===== config.mk =====
export PLATFORM = sky130hd
export DESIGN_NAME = name_record_packer
export DESIGN_NICKNAME = d
export VERILOG_FILES = /design/src/rtl/name_record_packer.sv
export SDC_FILE = /design/constraint.sdc
export NUM_CORES = 1
export LEC_CHECK = 0
export CORE_ASPECT_RATIO = 0.7
export CORE_MARGIN = 2
export CORE_UTILIZATION = 62
export DETAILED_ROUTE_END_ITERATION = 12
export PLACE_DENSITY = 0.84
export SYNTH_ARGS = -nofsm -noshare
export SYNTH_HDL_FRONTEND = slang
export SYNTH_SLANG_ARGS = --single-unit

===== constraint.sdc =====
create_clock -name clk -period 18.5 [get_ports clk]
set_input_delay 1.85 -clock clk [delete_from_list [all_inputs] [get_ports clk]]
set_output_delay 1.85 -clock clk [all_outputs]
set_load 0.02 [all_outputs]

===== src/rtl/name_record_packer.sv =====
// Buffers 160-bit name records in a small FIFO and streams each one out as five
// 32-bit words (MSB first) over a valid/ready handshake.
module name_record_packer #(
   parameter int DEPTH     = 4,
   parameter bit DROP_ZERO = 1'b1
) (
   input  logic         clk,
   input  logic         reset,
   input  logic [159:0] in_rec,
   input  logic         in_write,
   output logic [31:0]  out_word,
   output logic         out_valid,
   input  logic         out_ready,
   output logic         out_last,
   output logic [4:0]   fifo_level,
   output logic         overflow,
   output logic [31:0]  rec_count
);

   localparam int         PTR_W     = (DEPTH > 1) ? $clog2(DEPTH) : 1;
   localparam logic [4:0] LEVEL_MAX = 5'(DEPTH);

   logic [159:0]     mem_q [DEPTH];
   logic [PTR_W-1:0] wr_ptr_q, wr_ptr_d;
   logic [PTR_W-1:0] rd_ptr_q, rd_ptr_d;
   logic [4:0]       level_q, level_d;
   logic [2:0]       widx_q, widx_d;
   logic             overflow_q, overflow_d;
   logic [31:0]      rec_count_q, rec_count_d;

   logic             is_zero, full, accept, drop, hs, pop;
   logic [159:0]     head;
   logic [31:0]      head_word;

   always_comb begin
      is_zero     = DROP_ZERO && (in_rec[31:0] == 32'd0);
      full        = (level_q == LEVEL_MAX);
      accept      = in_write && !is_zero && !full;
      // Fullness is judged on the level at the start of the cycle, so a
      // record arriving alongside the final-word pop of a full FIFO is lost.
      drop        = in_write && !is_zero && full;
      hs          = (level_q != 5'd0) && out_ready;
      pop         = hs && (widx_q == 3'd4);

      wr_ptr_d    = wr_ptr_q;
      rd_ptr_d    = rd_ptr_q;
      level_d     = level_q;
      widx_d      = widx_q;
      overflow_d  = overflow_q;
      rec_count_d = rec_count_q;

      if (accept) wr_ptr_d = wr_ptr_q + PTR_W'(1);
      if (drop)   overflow_d = 1'b1;
      if (hs)     widx_d = pop ? 3'd0 : widx_q + 3'd1;
      if (pop) begin
         rd_ptr_d    = rd_ptr_q + PTR_W'(1);
         rec_count_d = rec_count_q + 32'd1;
      end

      case ({accept, pop})
         2'b10:   level_d = level_q + 5'd1;
         2'b01:   level_d = level_q - 5'd1;
         default: level_d = level_q;
      endcase
   end

   always_ff @(posedge clk or posedge reset) begin
      if (reset) begin
         wr_ptr_q    <= '0;
         rd_ptr_q    <= '0;
         level_q     <= '0;
         widx_q      <= '0;
         overflow_q  <= 1'b0;
         rec_count_q <= '0;
      end else begin
         wr_ptr_q    <= wr_ptr_d;
         rd_ptr_q    <= rd_ptr_d;
         level_q     <= level_d;
         widx_q      <= widx_d;
         overflow_q  <= overflow_d;
         rec_count_q <= rec_count_d;
      end
   end

   // Record storage carries data only and is never reset.
   always_ff @(posedge clk) begin
      if (accept) mem_q[wr_ptr_q] <= in_rec;
   end

   always_comb begin
      head = mem_q[rd_ptr_q];
      case (widx_q)
         3'd0:    head_word = head[159:128];
         3'd1:    head_word = head[127:96];
         3'd2:    head_word = head[95:64];
         3'd3:    head_word = head[63:32];
         default: head_word = head[31:0];
      endcase
   end

   assign out_valid  = (level_q != 5'd0);
   assign out_word   = out_valid ? head_word : 32'd0;
   assign out_last   = out_valid && (widx_q == 3'd4);
   assign fifo_level = level_q;
   assign overflow   = overflow_q;
   assign rec_count  = rec_count_q;

endmodule


==> impl_metrics.tcl <==
set metrics [dict create \
    netlist_top_cells_area "edfxtp_1 72%, mux4_2 9.7%, dfrtp_1 4.2%" \
    track_usage 0.266 \
    critPathKind "reg2out" \
    final_area_um2 31600 \
    cts_resized 0 \
    routed_wl_um 59100 \
    fillCellCount 2361 \
    period_minus_slack_ns 7.30 \
    critPathCaptureType "primary output" \
    finalPower_w 0.00509 \
    outcome "complete, no violations" \
    cts_root_buf "clkbuf_16" \
    antenna_found_initial 10 \
    top_layer_used "met5" \
    cap_violations 0 \
    ir_drop_mv 0.138 \
    rows 63 \
    drv_slew 0 \
    cts.sinks 685 \
    io_buffers 235 \
    rsz0062_at_grt "no" \
    die_area_um2 44900 \
    worst-path-max-fanout 46 \
    synth_top_area_share 0.718 \
    min_period_over_period 0.394 \
    drt_iter0_drc 1762 \
    cts_hold_buf 0 \
    io_pins 236 \
    p_leak_nw 10.3 \
    syn-cell-area_um2 26800 \
    htree_num_levels 2 \
    postCtsSetupBuffers 0 \
    grt_max_degree 161 \
    route.met2.wl_um 28400 \
    synth-async-reset-ratio 0.0657 \
    dp_hpwl_um 34900 \
    synth_area_leader_cell "edfxtp_1" \
    crit_path_start_kind "register" \
    via_per_inst 6.49 \
    wire_per_inst_um 27.0 \
    core_area_um2 42500 \
    grt_pass1_vias 14100 \
    clk_latency_ns 0.61 \
    critPathRequiredTime_ns 16.65 \
    die_w_um 252 \
    placed_cell_area_um2 29600 \
    cts_tree "done" \
    grt_pass1_wl_um 87700 \
    cts_buffers 59 \
    ant_nets 0 \
    syn_inst 1340 \
    vias 14200 \
    skew_ns 0.0226 \
    hp-class "reg2reg" \
    fmax_mhz 137 \
    ys_ff_latch 685 \
    max-clock-path-buffers 3 \
    ys_warn_count 0 \
    critPathArrivalTime_ns 5.45 \
    drive_gt1_frac 0.162 \
    wl_met1_um 23800 \
    worst-r2r-setup-slack_ns 15.18 \
    hold_violations 0 \
    synth_edf_count 640 \
    post_layout_nonfiller_instances 2187 \
    area_growth_pct 17.9 \
    clk_pin_slew_ns 0.06 \
    dr.pass1.iters 6 \
    finalSetupViolCount 0 \
    tightest_slew_ns 1.31 \
    start_util 0.630 \
    powerDensity_nw_per_um2 161 \
    drc 0 \
    grt-ovfl-total 0 \
    gp_congestion 0.809 \
    syn_area_per_cell_um2 20.0 \
    die_y_um 178 \
    ys_types 50 \
    syn_nets 1518 \
    timing.slew.headroom 0.127 \
    dp_cells 2070 \
    wl_met3_um 5760 \
    fin_nets 1757 \
    synth_seq_area_share 0.760 \
    final.setup.tns_ns 0 \
    ys.flop_type "edfxtp_1" \
]
[cell usage in the layout (no fill, tap or decap), types with 19 or more instances in the layout]
| master | synthesis | layout |
|---|---|---|
| nand3_1 | 25 | 25 |
| clkbuf_16 | 0 | 60 |
| edfxtp_1 | 640 | 640 |
| clkdlybuf4s50_1 | 0 | 235 |
| mux4_2 | 115 | 115 |
| a21oi_1 | 39 | 39 |
| a211oi_1 | 32 | 32 |
| o22ai_1 | 19 | 19 |
| mux2i_1 | 51 | 51 |
| o21ai_0 | 36 | 36 |
| dfrtp_1 | 45 | 43 |
| a22oi_1 | 44 | 44 |
| clkinv_2 | 0 | 19 |
| xnor2_1 | 32 | 32 |
| nand4_1 | 20 | 20 |
[cell usage after synthesis, drive strengths merged, types with 2 or more instances]
master and count:
mux2i 51, a22oi 44, nand4 20, nand3 25, nor2 9, nor4 11, o22ai 19, nand2 16
xor2 7, buf 46, o2bb2ai 13, ha 14, and3b 2, nor3b 15, and4 2, inv 13
a211oi 35, mux2 19, clkbuf 30, nor3 2, and3 6, o21bai 2, nand2b 3, edfxtp 640
o21ai 36, dfrtp 45, and2 2, xnor2 32, mux4 115, o211a 14, a21oi 39, nor2b 4
[registers in the layout (all words and copies together) (netlist names)]
name,cells
rd_ptr_q,2
overflow,1
rec_count,32
mem_q,640
widx_q,3
fifo_level,5
wr_ptr_q,2
[routing by layer]
layer	vias to the layer above	GRT usage
met2	742	0.415
met5	-	0
met1	7315	0.389
met4	8	0.0676
li1	6039	-
met3	89	0.0573
[final cells by class]
cell class	instances	area (um^2)	share of cell area
flip-flops and latches	685	20400	0.645
multi-input cells	566	6040	0.191
repair buffers	254	2520	0.0798
clock buffers	65	1520	0.0481
well taps	552	691	0.0219
clock inverters	46	392	0.0124
inverters	13	48.8	0.00155
diodes	6	15.0	0.000475
[final timing paths]
check | to | depth (start not counted) | start
worst max-delay path | out_word[28] | 8 | rd_ptr_q[0]
worst min-delay path | rec_count[31] | 1 | rec_count[31]
worst max register to register | mem_q[3][67] | 5 | fifo_level[1]
worst min register to register | rec_count[31] | 1 | rec_count[31]
max in group asynchronous | rd_ptr_q[0] | 3 | reset
min in group asynchronous | rec_count[2] | 3 | reset
[metrics by stage]
step	hold WS (ns)	setup slack, ns	util
floorplan	0.498	8.95	-
global placement	0.460	11.76	0.698
detailed placement	0.466	11.72	0.698
CTS	0.474	11.05	0.743
global route	0.488	10.81	0.743
finish	0.468	11.20	0.743
[power breakdown]
part	switching (W)	total, W	internal (W)
registers	0.000120	0.00215	0.00203
clock network	0.000542	0.00122	0.000676
logic	0.000998	0.00172	0.000721
[worst max-delay path: stages (launching register included)]
cell             delay, ns
dfrtp_4               0.65
buf_4                 0.79
buf_4                 0.78
buf_4                 0.81
mux4_2                0.59
a22oi_1               0.28
o211a_1               0.21
a21oi_1               0.10
clkdlybuf4s50_1       0.57
[cell families (layout without fill, tap and decap cells)]
| logic type | count (synthesis) | in the layout | share of synthesized area |
|---|---|---|---|
| flops | 685 | 685 | 0.760 |
| compound gates | 208 | 208 | 0.0534 |
| mux | 185 | 185 | 0.124 |
| simple gates | 120 | 120 | 0.0267 |
| buf+inv | 89 | 378 | 0.0171 |
| xor+xnor | 39 | 39 | 0.0128 |
| fa+ha+maj | 14 | 14 | 0.00654 |
| other cells | 0 | 6 | 0 |
Note: power is estimated with default switching activity, not from simulation.
